<file path="src/rtl/tbm_daq_decoder.sv">
// Receive-side parser for the soft TBM DAQ word stream: rebuilds one event record
// per header/payload/trailer readout, flags framing and event-number errors, and counts them.
module tbm_daq_decoder #(
   parameter int CNT_W = 16,
   parameter int PAY_W = 12
) (
   input  logic             clk,
   input  logic             reset,
   input  logic             daq_write,
   input  logic [15:0]      daq_data,
   input  logic             clear_cnt,
   output logic             evt_valid,
   output logic [7:0]       evt_number,
   output logic [3:0]       evt_trg_pos,
   output logic [7:0]       evt_flags,
   output logic             evt_ares,
   output logic             evt_pkam,
   output logic [3:0]       evt_stack,
   output logic [PAY_W-1:0] evt_payload,
   output logic             err_fmt,
   output logic             err_seq,
   output logic [CNT_W-1:0] evt_cnt,
   output logic [CNT_W-1:0] fmt_cnt,
   output logic [CNT_W-1:0] seq_cnt,
   output logic             busy
);

   typedef enum logic [1:0] {IDLE, HDR2, PAY, TRL2} state_t;

   state_t state, next_state;

   logic [7:0]       hi_byte;
   logic             is_h1, is_h2, is_t1, is_t2, is_ctl;
   logic             fmt_d, bad, latch_num, latch_trg, inc_pay, latch_flags, complete;
   logic [7:0]       stg_number, stg_flags, prev_num, exp_num;
   logic [3:0]       stg_trg;
   logic [PAY_W-1:0] stg_pay;
   logic             have_prev, seq_bad;

   assign hi_byte = daq_data[15:8];
   assign is_h1   = (hi_byte == 8'hA0);
   assign is_h2   = (hi_byte == 8'h80);
   assign is_t1   = (hi_byte == 8'hE0);
   assign is_t2   = (hi_byte == 8'hC0);
   // Any A/8/E/C nibble is a control word; the ones not matched above are malformed.
   assign is_ctl  = (hi_byte[7:4] == 4'hA) || (hi_byte[7:4] == 4'h8) ||
                    (hi_byte[7:4] == 4'hE) || (hi_byte[7:4] == 4'hC);
   assign busy    = (state != IDLE);

   always_ff @(posedge clk or posedge reset) begin
      if (reset) state <= IDLE;
      else       state <= next_state;
   end

   always_comb begin
      next_state  = state;
      fmt_d       = 1'b0;
      bad         = 1'b0;
      latch_num   = 1'b0;
      latch_trg   = 1'b0;
      inc_pay     = 1'b0;
      latch_flags = 1'b0;
      complete    = 1'b0;
      if (daq_write) begin
         unique case (state)
            IDLE: begin
               if (is_h1) begin
                  latch_num  = 1'b1;
                  next_state = HDR2;
               end else begin
                  fmt_d = 1'b1;
               end
            end
            HDR2: begin
               if (is_h2) begin
                  latch_trg  = 1'b1;
                  next_state = PAY;
               end else begin
                  bad = 1'b1;
               end
            end
            PAY: begin
               if (!is_ctl) begin
                  inc_pay = 1'b1;
               end else if (is_t1) begin
                  latch_flags = 1'b1;
                  next_state  = TRL2;
               end else begin
                  bad = 1'b1;
               end
            end
            TRL2: begin
               if (is_t2) begin
                  complete   = 1'b1;
                  next_state = IDLE;
               end else begin
                  bad = 1'b1;
               end
            end
            default: next_state = IDLE;
         endcase
         // A stray header restarts the event instead of waiting for the next one.
         if (bad) begin
            fmt_d = 1'b1;
            if (is_h1) begin
               latch_num  = 1'b1;
               next_state = HDR2;
            end else begin
               next_state = IDLE;
            end
         end
      end
   end

   assign exp_num = stg_flags[3] ? 8'd0 : prev_num + 8'd1;
   assign seq_bad = have_prev && (stg_number != exp_num);

   always_ff @(posedge clk or posedge reset) begin
      if (reset) begin
         stg_number <= '0;
         stg_trg    <= '0;
         stg_pay    <= '0;
         stg_flags  <= '0;
      end else begin
         if (latch_num)   stg_number <= daq_data[7:0];
         if (latch_trg)   stg_trg    <= daq_data[3:0];
         if (latch_trg)   stg_pay    <= '0;
         else if (inc_pay && !(&stg_pay)) stg_pay <= stg_pay + 1'b1;
         if (latch_flags) stg_flags  <= daq_data[7:0];
      end
   end

   // Published record only changes on completion so readers never see partial fields.
   always_ff @(posedge clk or posedge reset) begin
      if (reset) begin
         evt_valid   <= 1'b0;
         err_seq     <= 1'b0;
         err_fmt     <= 1'b0;
         evt_number  <= '0;
         evt_trg_pos <= '0;
         evt_flags   <= '0;
         evt_ares    <= 1'b0;
         evt_pkam    <= 1'b0;
         evt_stack   <= '0;
         evt_payload <= '0;
      end else begin
         evt_valid <= complete;
         err_seq   <= complete && seq_bad;
         err_fmt   <= fmt_d;
         if (complete) begin
            evt_number  <= stg_number;
            evt_trg_pos <= stg_trg;
            evt_flags   <= stg_flags;
            evt_ares    <= daq_data[7];
            evt_pkam    <= daq_data[6];
            evt_stack   <= daq_data[3:0];
            evt_payload <= stg_pay;
         end
      end
   end

   always_ff @(posedge clk or posedge reset) begin
      if (reset) begin
         prev_num  <= '0;
         have_prev <= 1'b0;
      end else begin
         if (complete) begin
            prev_num  <= stg_number;
            have_prev <= 1'b1;
         end
         if (clear_cnt) have_prev <= 1'b0;
      end
   end

   // Counters follow the registered pulses; a clear in the same cycle drops the increment.
   always_ff @(posedge clk or posedge reset) begin
      if (reset) begin
         evt_cnt <= '0;
         fmt_cnt <= '0;
         seq_cnt <= '0;
      end else if (clear_cnt) begin
         evt_cnt <= '0;
         fmt_cnt <= '0;
         seq_cnt <= '0;
      end else begin
         if (evt_valid && !(&evt_cnt)) evt_cnt <= evt_cnt + 1'b1;
         if (err_fmt && !(&fmt_cnt))   fmt_cnt <= fmt_cnt + 1'b1;
         if (err_seq && !(&seq_cnt))   seq_cnt <= seq_cnt + 1'b1;
      end
   end

endmodule

</file>
<file path="config.mk">
export PLATFORM = sky130hd
export DESIGN_NAME = tbm_daq_decoder
export DESIGN_NICKNAME = d
export VERILOG_FILES = /design/src/rtl/tbm_daq_decoder.sv
export SDC_FILE = /design/constraint.sdc
export NUM_CORES = 1
export LEC_CHECK = 0
export ABC_CLOCK_PERIOD_IN_PS = 5430
export BUFFER_PORTS_ARGS = -buffer_cell sky130_fd_sc_hd__clkbuf_2
export CORE_MARGIN = 3
export CORE_UTILIZATION = 50
export CTS_BUF_LIST = sky130_fd_sc_hd__clkbuf_16
export DETAILED_ROUTE_END_ITERATION = 7
export PLACE_DENSITY = 0.82
export SLEW_MARGIN = 20
export SYNTH_ARGS = -nofsm -noshare
export SYNTH_HDL_FRONTEND = slang
export SYNTH_SLANG_ARGS = --single-unit
export TNS_END_PERCENT = 50
</file>
<file path="constraint.sdc">
create_clock -name clk -period 5.43 [get_ports clk]
set_input_delay 1.3575 -clock clk [delete_from_list [all_inputs] [get_ports clk]]
set_output_delay 1.3575 -clock clk [all_outputs]
set_load 0.05 [all_outputs]
</file>
* After elaboration in Yosys (flattened, before gate mapping)
Cells that the tools add are included.
** Operators by class
- Add/sub/neg operators :: 5
- Eq/ne operators :: 17
- Multiplexer cells :: 47
- Reduce and logical (&&, ||, !) cells :: 25
** Operator list (number)
- 16-bit 2-to-1 mux :: 6
- 16-bit by 1-bit adder with 16-bit output (second input constant) :: 3
- 16-bit AND reduction :: 3
- 8-bit == test (second input constant) :: 4
- 1-bit 2-to-1 mux :: 30
- 12-bit 2-to-1 mux :: 2
- 4-bit == test (second input constant) :: 4
- 3-bit != test (second input constant) :: 5
- 12-bit by 1-bit adder with 12-bit output (second input constant) :: 1
- 2-bit 2-to-1 mux :: 6
- 12-bit AND reduction :: 1
- 2-bit nonzero test :: 6
- 8-bit by 1-bit adder with 8-bit output (second input constant) :: 1
- 8-bit 2-to-1 mux :: 1
- 8-bit != test :: 1
- 2-bit case mux with 4 select lines :: 1
- 1-bit logical AND :: 6
- 6-bit AND reduction :: 1
- 2-bit == test (second input constant) :: 2
- 1-bit logical NOT :: 4
- 1-bit logical OR :: 3
- 1-bit case mux with 3 select lines :: 1
- 2-bit by 1-bit == test with 1-bit output (second input constant) :: 1
- 2-bit logical NOT :: 1
** Storage, ports and cells
- Flip-flop bits (word level) :: 124
- Input bits :: 20
- Output and inout bits :: 90
- Logic and storage cells :: 113

* Logic depth before layout (Yosys ltp)
Gate-level depths: netlist of the first run.
- Word-level depth :: 10
- Gate-level depth with buffers :: 8
- Gate-level depth less buffers :: 8

* Least setup slack after synthesis of the first run
Ideal clock, no wire load.
- Path kind :: input-to-reg
- From :: input port daq_data[9]
- To :: register stg_number[0]
- Setup time :: 0.128 ns
- Arrival time :: 2.667 ns
- Required time :: 5.302 ns
- Path slack :: 2.635 ns
- Stages on the path :: 6
- Buffers on the path :: 0
- Cell sequence :: nor4_1 > nand2_1 > o21ai_1 > nand2_1 > nand3_2 > mux2_1
** On the way
- Longest elaborated chain between the ends :: 7
- Elaborated cells between the ends (all ways) :: 15
- Those cells by class :: 4 x eq/ne; 11 x mux
** Ends and longest elaborated chain
- from (decl) :: line 10 : input logic [15:0] daq_data,
- 8-bit == test :: line 43 : assign is_t1 = (hi_byte == 8'hE0);
- 1-bit 2-to-1 mux :: line 85 : end else if (is_t1) begin
- 1-bit 2-to-1 mux :: line 83 : if (!is_ctl) begin
- 1-bit case mux with 3 select lines :: line 65 : unique case (state)
- 1-bit 2-to-1 mux :: line 64 : if (daq_write) begin
- 1-bit 2-to-1 mux (*) :: line 103 : if (bad) begin
- 1-bit 2-to-1 mux (*) :: line 64
- to (signal assigned) :: line 125 : if (latch_num) stg_number <= daq_data[7:0];
- to (decl) :: line 35 : logic [7:0] stg_number, stg_flags, prev_num, exp_num;
Mark *: on every way between the ends. The rest lies on a longest branch, timed or not. The select of a mux whose other input is x is not followed.
A chain may end at the register's enable or synchronous reset.

* Worst setup path in the final report of the first run
- From :: register state[0]
- To :: output port busy
** On the way
- Longest elaborated chain between the ends :: 1
** Ends and longest elaborated chain
- from (decl) :: line 30 : state_t state, next_state;
- from (signal assigned) :: line 52 : else state <= next_state;
- 2-bit nonzero test :: line 48 : assign busy = (state != IDLE);
- to (decl) :: line 25 : output logic busy
No other way between the ends.

==> impl_results.md, run 1 <==
* Status: complete, no violations
* Clock Skews at 0.0103 ns
* Routed len/inst at 15.3 um
* Most frequent cells in the layout: nand2_1, dfrtp_1, clkbuf_2, nor2_1, xor2_1
* Clk_lat worst skew at 0.40 ns
* Post-CTS setup buffers at 0
* Unique masters post-synth at 55
* WHS at 0.464 ns
* Seq/Total Area, Yosys at 0.525
* Antenna Nets Post-Route at 0
* WP data required at 4.07 ns
* Min-Delay Path Class: register to register
* Max-Cap Viols at 0
* Layout area overhead at 21.2%
* Post-synth EDFFs at 0
* Final Hold Vio Count at 0
* Max stage delay on crit path at 0.38 ns
* Antenna violations before repair at 0
* CP Class: register to primary output
* Pleak at 3.63 nW
* Mapped Cells at 589
* Cell area after synthesis at 5910 um^2
* Internal at 1.76 mW
* Crit path max fanout at 4
* Sw frac at 0.256
* Pin count of the biggest net entering global routing at 88
* # fillers at 924
* Maximum VDD drop at 0.181 mV
* Max Freq at 0.344 GHz
* # resized after CTS at 0
* Count of state elements after synthesis at 124
* Die width at 115 um
* Slew HR at 0.354
* Reg power frac at 0.425
* CP Cell Sequence: inv_1, ha_1, inv_1, clkbuf_2
* Core Box Area at 11500 um^2
* Total clock sinks at 124
* Total power at 2.36 mW
* Slowest CP cell: dfrtp_1
* Clock root cell: clkbuf_16
* Initial Utilization at 0.516
* Slew @ Worst Pin at 0.969 ns
* Cts hold-fix bufs at 0
* Most common cell after layout, fill and taps aside: nand2_1
* RSZ-0062 raised after global routing: no
* Total GRT Usage at 0.214
* Worst-path clk slew at 0.05 ns
* Row cnt at 39
* Global route overflow at 0
* Clock share of power at 0.457
* Ys Warns at 0
* Async SR Flop Fraction at 1.00
* Crit path launch type: register
* DP HPWL at 9.15 mm
* Final Max Slew Viols at 0
* TNS Setup at 0 ns
* CTS buffer count at 17
* CTS Buffer Depth at 2
* Final GP Congestion at 0.874
* DRC violations left at 0
* Fin crit period at 2.91 ns
* Logic pwr share at 0.118
* Initial DRT Pass Iterations at 4
* DP Area at 6590 um^2
* Post-Syn Area per Cell at 10.0 um^2
* Fin nets at 732
* # H-tree levels at 4
* I/O pin count at 110
* Vias in the first global route at 4729
* Final setup viols at 0
* PwrDens at 330 nW/um^2
* DR iter-0 viols at 258
* Diodes inserted at 0
* WP data arrival at 1.55 ns
* Syn_nets at 618
* Die Area at 13200 um^2
* Fraction of layout cells with a size suffix above 1 at 0.221
* Final Cell Area at 7160 um^2
* Commonest register cell after synthesis: dfrtp_1
* I/O Buffers at 109
* Number of vias per cell at 5.41
* CP endpoint kind: primary output
* Die H at 115 um
* Overall routed net length at 13.1 mm
* Period utilization at 0.535
* Cell mode on critical path: inv_1
* CTS tree: yes
* Vias post-DR at 4650
* P_sw at 605 uW
* First-pass GRT wire length at 22.7 mm
[metrics by stage]
stage	cells	setup WS [ns]	util
global route	859	2.46	0.625
floorplan	589	0.773	-
CTS	859	2.34	0.624
finish	859	2.52	0.625
global placement	827	2.03	0.574
detailed placement	827	1.91	0.574
[path summary, 6_finish.rpt]
check / startpoint / to / slack (ns) / cells after the start
worst max-delay path: state[0] / busy / 2.52 / 4
worst min-delay path: stg_flags[6] / evt_flags[6] / 0.46 / 2
worst max register to register: state[0] / stg_pay[7] / 3.31 / 8
worst min register to register: stg_flags[6] / evt_flags[6] / 0.46 / 2
max in group asynchronous: reset / evt_flags[5] / 3.34 / 3
min in group asynchronous: reset / seq_cnt[7] / 1.09 / 2
[cell families after synthesis]
kind of cell             after synthesis  share of synthesized area
adder cells (fa/ha/maj)                9                     0.0190
flip-flops                           124                      0.525
buffers and inverters                 31                     0.0210
AO/OA/AOI/OAI                         34                     0.0478
XOR/XNOR                              67                      0.102
multiplexers                          25                     0.0466
AND/OR/NAND/NOR                      299                      0.239
[registers in the layout (all words and copies together) (netlist names), 2 cells and up]
register     flops
stg_trg          4
state            2
evt_flags        8
fmt_cnt         16
stg_number       8
stg_flags        8
evt_trg_pos      4
evt_payload     12
seq_cnt         16
stg_pay         12
evt_cnt         16
prev_num         8
evt_stack        4
[layout make-up]
class	count	area, um^2	share of cell area
flip-flops and latches	124	3100	0.433
multi-input cells	434	2690	0.376
repair buffers	111	561	0.0783
clock buffers	17	425	0.0594
well taps	143	179	0.0250
clock inverters	15	143	0.0199
inverters	15	61.3	0.00856
[layer usage]
| metal | track usage | share of wire |
|---|---|---|
| met1 | 0.267 | 0.43 |
| met2 | 0.368 | 0.50 |
| met3 | 0.0505 | 0.051 |
| met4 | 0.0689 | 0.014 |
| met5 | 0 | 0 |
[synth_stat cells (all sizes together) (2+ instances only)]
| library cell | n | area share |
|---|---|---|
| a21oi | 6 | 0.0057 |
| a31oi | 3 | 0.0042 |
| a32oi | 2 | 0.0030 |
| and2 | 3 | 0.0032 |
| and3 | 12 | 0.014 |
| and4 | 6 | 0.0089 |
| buf | 6 | 0.0051 |
| clkbuf | 10 | 0.0063 |
| dfrtp | 124 | 0.52 |
| ha | 9 | 0.019 |
| inv | 15 | 0.0095 |
| mux2 | 20 | 0.038 |
| mux2i | 5 | 0.0085 |
| nand2 | 135 | 0.086 |
| nand3 | 26 | 0.025 |
| nand4 | 19 | 0.020 |
| nor2 | 72 | 0.047 |
| nor2b | 4 | 0.0042 |
| nor3 | 10 | 0.011 |
| nor4 | 6 | 0.011 |
| o21a | 2 | 0.0025 |
| o21ai | 8 | 0.0068 |
| o41ai | 3 | 0.0076 |
| xnor2 | 25 | 0.037 |
| xor2 | 41 | 0.061 |
[worst max-delay path, delay by kind of cell (launching register included)]
kind / cells / cell delay (ns)
buf+inv: 3 / 0.52
flops: 1 / 0.38
fa+ha+maj: 1 / 0.25
[power groups by stage]
stage          sequential (mW)  combinational, mW  clock, mW
3_5_place_dp              1.02              0.277          0
5_1_grt                   1.01              0.310       1.15
6_report                  1.00              0.278       1.08
4_1_cts                   1.00              0.280       1.10
3_3_place_gp              1.01              0.261          0
2_1_floorplan             1.04              0.175          0
Note: power is estimated with default switching activity, not from simulation.
==> run 2: changes to the inputs <==
--- a/config.mk
+++ b/config.mk
@@ -5,13 +5,14 @@
 export SDC_FILE = /design/constraint.sdc
 export NUM_CORES = 1
 export LEC_CHECK = 0
-export ABC_CLOCK_PERIOD_IN_PS = 5430
+export ABC_AREA = 1
+export ABC_CLOCK_PERIOD_IN_PS = 2700
 export BUFFER_PORTS_ARGS = -buffer_cell sky130_fd_sc_hd__clkbuf_2
 export CORE_MARGIN = 3
 export CORE_UTILIZATION = 50
 export CTS_BUF_LIST = sky130_fd_sc_hd__clkbuf_16
 export DETAILED_ROUTE_END_ITERATION = 7
-export PLACE_DENSITY = 0.82
+export PLACE_DENSITY = 0.81
 export SLEW_MARGIN = 20
 export SYNTH_ARGS = -nofsm -noshare
 export SYNTH_HDL_FRONTEND = slang
==> constraint.sdc (replaced) <==
create_clock -name clk -period 2.7 [get_ports clk]
set_input_delay 0.675 -clock clk [delete_from_list [all_inputs] [get_ports clk]]
set_output_delay 0.675 -clock clk [all_outputs]
set_load 0.05 [all_outputs]
==> impl_results.md, run 2 <==
* Total power at 5.24 mW (+120%)
* Reg2reg end: evt_cnt[11]
* WP data arrival at 1.58 ns (+0.03 ns)
* Reg-to-reg slack, setup at 0.65 ns (-2.66 ns)
* Core Box Area at 12300 um^2 (+7.4%)
* CP Cell Sequence: inv_1, ha_1, inv_1, clkbuf_2
* Diodes inserted at 0 (unchanged)
* Overall routed net length at 15.5 mm (+18%)
* DP HPWL at 10.7 mm (+17%)
* Clk_lat worst skew at 0.42 ns (+0.02 ns)
* Antenna Nets Post-Route at 0 (unchanged)
* Final setup margin at 0.444 ns (-2.08 ns)
* Min-Delay Path Class: primary input to asynchronous set/reset pin
* Status: complete, no violations
* Pin count of the biggest net entering global routing at 125 (+42%)
* Number of vias per cell at 5.22 (-3.6%)
* Syn_nets at 854 (+38%)
* WP data required at 2.03 ns (-2.04 ns)
* Max stage delay on crit path at 0.40 ns (+0.02 ns)
* Async SR Flop Fraction at 1.00 (unchanged)
* Antenna violations before repair at 0 (unchanged)
* Total clock sinks at 124 (unchanged)
* First-pass GRT wire length at 26.4 mm (+16%)
* CP endpoint kind: primary output
* Logic pwr share at 0.148 (+0.030)
* WHS at 0.387 ns (-0.0774 ns)
* Total GRT Usage at 0.228 (+0.0140)
* Sw frac at 0.287 (+0.0312)
* Clock Skews at 0.00713 ns (-0.00320 ns)
* Pleak at 3.90 nW (+7.3%)
* DR iter-0 viols at 485 (+88%)
* Max Freq at 0.443 GHz
* Internal at 3.73 mW (+110%)
* CTS tree: yes
* Clock share of power at 0.456 (about the same)
* Die Area at 14300 um^2 (+8.3%)
* Final Max Slew Viols at 0 (unchanged)
* RSZ-0062 raised after global routing: no
* PwrDens at 672 nW/um^2 (+100%)
* CTS Buffer Depth at 2 (unchanged)
* Post-CTS setup buffers at 0 (unchanged)
* Leading area contributor after synthesis: dfrtp_1
* # H-tree levels at 4 (unchanged)
* Post-Syn Area per Cell at 7.80 um^2 (-22%)
* Ys Warns at 0 (unchanged)
* Most frequent cells in the layout: nand2_1, dfrtp_1, clkbuf_2, inv_1, nand3_1
* Die width at 119 um (+4.1%)
* Registers with the most flip-flops: evt_cnt (16), fmt_cnt (16), seq_cnt (16)
* Vias post-DR at 5847 (+26%)
* Initial Utilization at 0.522 (+0.00681)
* Initial DRT Pass Iterations at 6 (+2)
* Unique masters post-synth at 34 (-38%)
* Commonest register cell after synthesis: dfrtp_1
* Leading post-synthesis cells by cell area: dfrtp_1, nand2_1, inv_1
* Slowest CP cell: dfrtp_1
* Crit path max fanout at 5 (+1)
* CP Class: register to primary output
* Slew HR at 0.522 (+0.168)
* Top cells by count, synth: nand2_1, dfrtp_1, inv_1
* Seq/Total Area, Yosys at 0.482 (-0.0424)
* Cts hold-fix bufs at 0 (unchanged)
* Final Hold Vio Count at 0 (unchanged)
* Routed len/inst at 13.9 um (-9.2%)
* Synth top area share at 0.482 (-0.0424)
* Top-count cell post-synth: nand2_1
* Cell depth of the worst flop-to-flop path at 9 (+1)
* Slew @ Worst Pin at 0.717 ns (-0.252 ns)
* Pre-CTS WS at 0.501 ns (-1.41 ns)
* Fraction of layout cells with a size suffix above 1 at 0.189 (-0.0316)
* Fin nets at 968 (+32%)
* Row cnt at 40 (+2.6%)
* Final setup viols at 0 (unchanged)
* Cell mode on critical path: inv_1
* Critical R2R Launch: evt_cnt[0]
* Reg power frac at 0.395 (-0.030)
* P_sw at 1.50 mW (+150%)
* I/O Buffers at 109 (unchanged)
* Layout area overhead at 21.2% (about the same)
* Fin crit period at 2.26 ns
* Final GP Congestion at 0.891 (+1.9%)
* TNS Setup at 0 ns (unchanged)
* DRC violations left at 0 (unchanged)
* Max-Cap Viols at 0 (unchanged)
* Cell area after synthesis at 6430 um^2 (+8.8%)
* Clock root cell: clkbuf_16
* Mapped Cells at 825 (+40%)
* I/O pin count at 110 (unchanged)
* Vias in the first global route at 5535 (+17%)
* Maximum VDD drop at 0.416 mV (+130%)
* Worst-path clk slew at 0.06 ns (about the same)
* CTS buffer count at 17 (unchanged)
* Die H at 119 um (+4.1%)
* Most common cell after layout, fill and taps aside: nand2_1
* Crit path launch type: register
* Global route overflow at 0 (unchanged)
* Count of state elements after synthesis at 124 (unchanged)
* Post-synth EDFFs at 0 (unchanged)
* # resized after CTS at 0 (unchanged)
* Period utilization at 0.836
-- run 2: cell types whose count changed after synthesis, sizes merged, moves of 6 or more --
cell   before  now
o31ai       0   14
xor2       41   25
and4        6    0
xnor2      25    5
nand3      26   65
nor2       72   66
inv        15  110
o21ai       8   74
nor3       10   29
nand2     135  238
mux2       20    2
a21oi       6   14
and3       12    0
-- run 2: power by group through the flow --
stage	clock, mW	combinational, mW	sequential (mW)
3_5_place_dp	0	0.774	2.10
4_1_cts	2.43	0.780	2.07
6_report	2.39	0.777	2.07
3_3_place_gp	0	0.760	2.10
5_1_grt	2.52	0.875	2.09
2_1_floorplan	0	0.524	2.16
-- run 2: through the flow --
stage	instance area [um^2]	util	std cells
after floorplan	6430	-	825
after global placement	7170	0.582	1088
after detailed placement	7170	0.582	1088
after CTS	7790	0.633	1120
after global routing	7790	0.633	1120
final	7790	0.633	1120
-- run 2: how the worst max path moves through the flow --
stage | cells past startpoint | start | end
3_3_place_gp | 9 | daq_data[8] | evt_flags[0]
4_1_cts | 4 | state[0] | busy
3_5_place_dp | 11 | daq_data[8] | stg_number[5]
5_1_grt | 4 | state[0] | busy
2_1_floorplan | 1 | reset | err_fmt
6_report | 4 | state[0] | busy
-- run 2: routing by layer --
layer / global-route usage / wire length, um / vias up
met5: 0 / 0 / -
met4: 0.0673 / 240 / 0
met3: 0.0646 / 1090 / 25
met2: 0.359 / 7160 / 201
met1: 0.307 / 7020 / 2738
li1: - / - / 2883
-- run 2: critical path: cells and delay by family (launching register included) --
kind	cells	cell delay (ns)
buffers and inverters	3	0.54
flip-flops	1	0.40
adder cells (fa/ha/maj)	1	0.22
-- run 2: cell families after synthesis --
family | count (synthesis) | share of synthesized area
AND/OR/NAND/NOR | 424 | 0.287
adder cells (fa/ha/maj) | 9 | 0.0175
AO/OA/AOI/OAI | 103 | 0.0872
XOR/XNOR | 30 | 0.0409
buffers and inverters | 133 | 0.0811
flip-flops | 124 | 0.482
multiplexers | 2 | 0.00350
-- run 2: final cells by class --
| cell class | instances | area, um^2 |
|---|---|---|
| clock buffer | 17 | 425 |
| sequential | 124 | 3100 |
| fill | 1080 | 4520 |
| tap | 168 | 210 |
| clock inverter | 15 | 198 |
| inverter | 111 | 420 |
| multi-input combinational | 568 | 2810 |
| timing repair buffer | 117 | 631 |
==> run 3: changes to the inputs <==
--- a/config.mk
+++ b/config.mk
@@ -6,13 +6,13 @@
 export NUM_CORES = 1
 export LEC_CHECK = 0
 export ABC_AREA = 1
-export ABC_CLOCK_PERIOD_IN_PS = 2700
+export ABC_CLOCK_PERIOD_IN_PS = 2000
 export BUFFER_PORTS_ARGS = -buffer_cell sky130_fd_sc_hd__clkbuf_2
 export CORE_MARGIN = 3
 export CORE_UTILIZATION = 50
 export CTS_BUF_LIST = sky130_fd_sc_hd__clkbuf_16
 export DETAILED_ROUTE_END_ITERATION = 7
-export PLACE_DENSITY = 0.81
+export PLACE_DENSITY = 0.84
 export SLEW_MARGIN = 20
 export SYNTH_ARGS = -nofsm -noshare
 export SYNTH_HDL_FRONTEND = slang
==> constraint.sdc (replaced) <==
create_clock -name clk -period 2 [get_ports clk]
set_input_delay 0.5 -clock clk [delete_from_list [all_inputs] [get_ports clk]]
set_output_delay 0.5 -clock clk [all_outputs]
set_load 0.05 [all_outputs]
==> impl_results.md, run 3 (synthesis gave the netlist of run 2 again) <==
* Max-Cap Viols at 0 (unchanged)
* Routed len/inst at 14.2 um (+2.8%)
* Clock root cell: clkbuf_16
* Overall routed net length at 16.0 mm (+3.4%)
* Total power at 7.19 mW (+37%)
* Clk_lat worst skew at 0.42 ns (about the same)
* CTS buffer count at 17 (unchanged)
* Most frequent cells in the layout: nand2_1, dfrtp_1, clkbuf_2, inv_1, nand3_1
* Max Freq at 0.520 GHz
* Clock Skews at 0.00825 ns (+0.00112 ns)
* Core Box Area at 12300 um^2 (unchanged)
* Total clock sinks at 124 (unchanged)
* Pleak at 3.94 nW (+1.1%)
* Pre-CTS WS at 0.150 ns (-0.351 ns)
* CP endpoint kind: primary output
* Final GP Congestion at 0.904 (+1.5%)
* DP HPWL at 11.1 mm (+3.2%)
* RSZ-0062 raised after global routing: no
* Die width at 119 um (unchanged)
* Slew HR at 0.643 (+0.121)
* Pin count of the biggest net entering global routing at 91 (-27%)
* Slew @ Worst Pin at 0.531 ns (-0.185 ns)
* Final setup margin at 0.0776 ns (-0.366 ns)
* I/O Buffers at 109 (unchanged)
* Layout area overhead at 22.4%
* Global route overflow at 0 (unchanged)
* Period utilization at 0.961
* Total GRT Usage at 0.230 (+0.00209)
* Number of vias per cell at 5.26 (+0.70%)
* Final Cell Area at 7870 um^2 (+0.98%)
* Fin crit period at 1.92 ns
* Logic pwr share at 0.152 (+0.004)
* Sw frac at 0.281 (-0.00631)
* Worst Setup SP: state[0]
* Final Max Slew Viols at 0 (unchanged)
* Row cnt at 40 (unchanged)
* Crit path launch type: register
* First-pass GRT wire length at 26.5 mm (+0.36%)
* Diodes inserted at 0 (unchanged)
* Maximum VDD drop at 0.785 mV (+89%)
* Crit path max fanout at 5 (unchanged)
* CP Class: register to primary output
* WHS at 0.191 ns (-0.196 ns)
* Die Area at 14300 um^2 (unchanged)
* Worst-path clk slew at 0.05 ns (about the same)
* DRC violations left at 0 (unchanged)
* PwrDens at 914 nW/um^2 (+36%)
* # H-tree levels at 4 (unchanged)
* Final Hold Vio Count at 0 (unchanged)
* Min-Delay Path Class: primary input to asynchronous set/reset pin
* Registers with the most flip-flops: evt_cnt (16), fmt_cnt (16), seq_cnt (16)
* DR iter-0 viols at 582 (+20%)
* Post-Layout Cell Count at 1127 (+0.63%)
* Die H at 119 um (unchanged)
* P_sw at 2.02 mW (+34%)
* CTS Buffer Depth at 2 (unchanged)
* WP data arrival at 1.42 ns (-0.16 ns)
* Dpl cells at 1095 (+0.64%)
* Initial DRT Pass Iterations at 5 (-1)
* WP data required at 1.50 ns (-0.53 ns)
* Most common cell after layout, fill and taps aside: nand2_1
* Status: complete, no violations
* Vias post-DR at 5925 (+1.3%)
* DP Area at 7220 um^2 (+0.73%)
* Antenna Nets Post-Route at 0 (unchanged)
* I/O pin count at 110 (unchanged)
* Clock share of power at 0.457 (about the same)
* Final setup viols at 0 (unchanged)
* Vias in the first global route at 5596 (+1.1%)
* Internal at 5.17 mW (+39%)
* Initial Utilization at 0.522 (unchanged)
* CTS tree: yes
* Critical R2R Launch: evt_cnt[0]
* Fin nets at 975 (+0.72%)
* Antenna violations before repair at 0 (unchanged)
* Reg power frac at 0.390 (-0.005)
* Fraction of layout cells with a size suffix above 1 at 0.192 (+0.00279)
[run 3: cell count changes in the layout (fill, tap and decap cells not counted), sizes merged]
cell    previous run  this run
buf                8        16
bufinv             4         5
clkbuf           126       125
clkinv             7         6
[run 3: per-layer routing]
metal  up-vias  share of wire  GRT usage
met5         -              0          0
met4         0          0.011     0.0630
met3        22          0.074     0.0769
met2       217           0.50      0.382
met1      2784           0.42      0.288
li1       2902              -          -
[run 3: repair_timing]
action | in CTS | in global routing
hold buffers | 0 | 0
gates resized for setup | 3 | 2
endpoints found under the setup margin | 1 | 3
setup buffers | 0 | 0
[run 3: power groups by stage]
| stage | Sequential, mW | Clock, mW | Combinational, mW |
|---|---|---|---|
| 2_1_floorplan | 2.91 | 0 | 0.707 |
| 3_3_place_gp | 2.84 | 0 | 1.02 |
| 3_5_place_dp | 2.84 | 0 | 1.05 |
| 4_1_cts | 2.80 | 3.32 | 1.09 |
| 5_1_grt | 2.82 | 3.45 | 1.23 |
| 6_report | 2.80 | 3.29 | 1.10 |
[run 3: stage by stage]
step | utilization | TNS [ns]
floorplan | - | -3.18
global placement | 0.587 | 0
detailed placement | 0.587 | 0
CTS | 0.639 | 0
global route | 0.639 | 0
finish | 0.639 | 0
[run 3: critical path, cell delays in order, from the launching register on]
cell,delay [ns]
dfrtp_1,0.41
inv_1,0.08
ha_1,0.23
inv_2,0.12
buf_8,0.16
[run 3: cell type report]
| cell class | instances | area (um^2) |
|---|---|---|
| clock buffer | 17 | 425 |
| clock inverter | 15 | 206 |
| fill | 1029 | 4440 |
| inverter | 111 | 420 |
| multi-input combinational | 568 | 2810 |
| sequential | 124 | 3100 |
| tap | 168 | 210 |
| timing repair buffer | 124 | 693 |
[run 3: worst paths after layout]
check	end	slack (ns)	depth (start not counted)
worst min-delay path	prev_num[5]	0.19	3
worst max-delay path	busy	0.08	4
worst min register to register	evt_flags[0]	0.48	2
min in group clk	stg_number[1]	0.31	3
max in group asynchronous	stg_pay[3]	1.42	3
worst max register to register	evt_cnt[7]	0.19	9
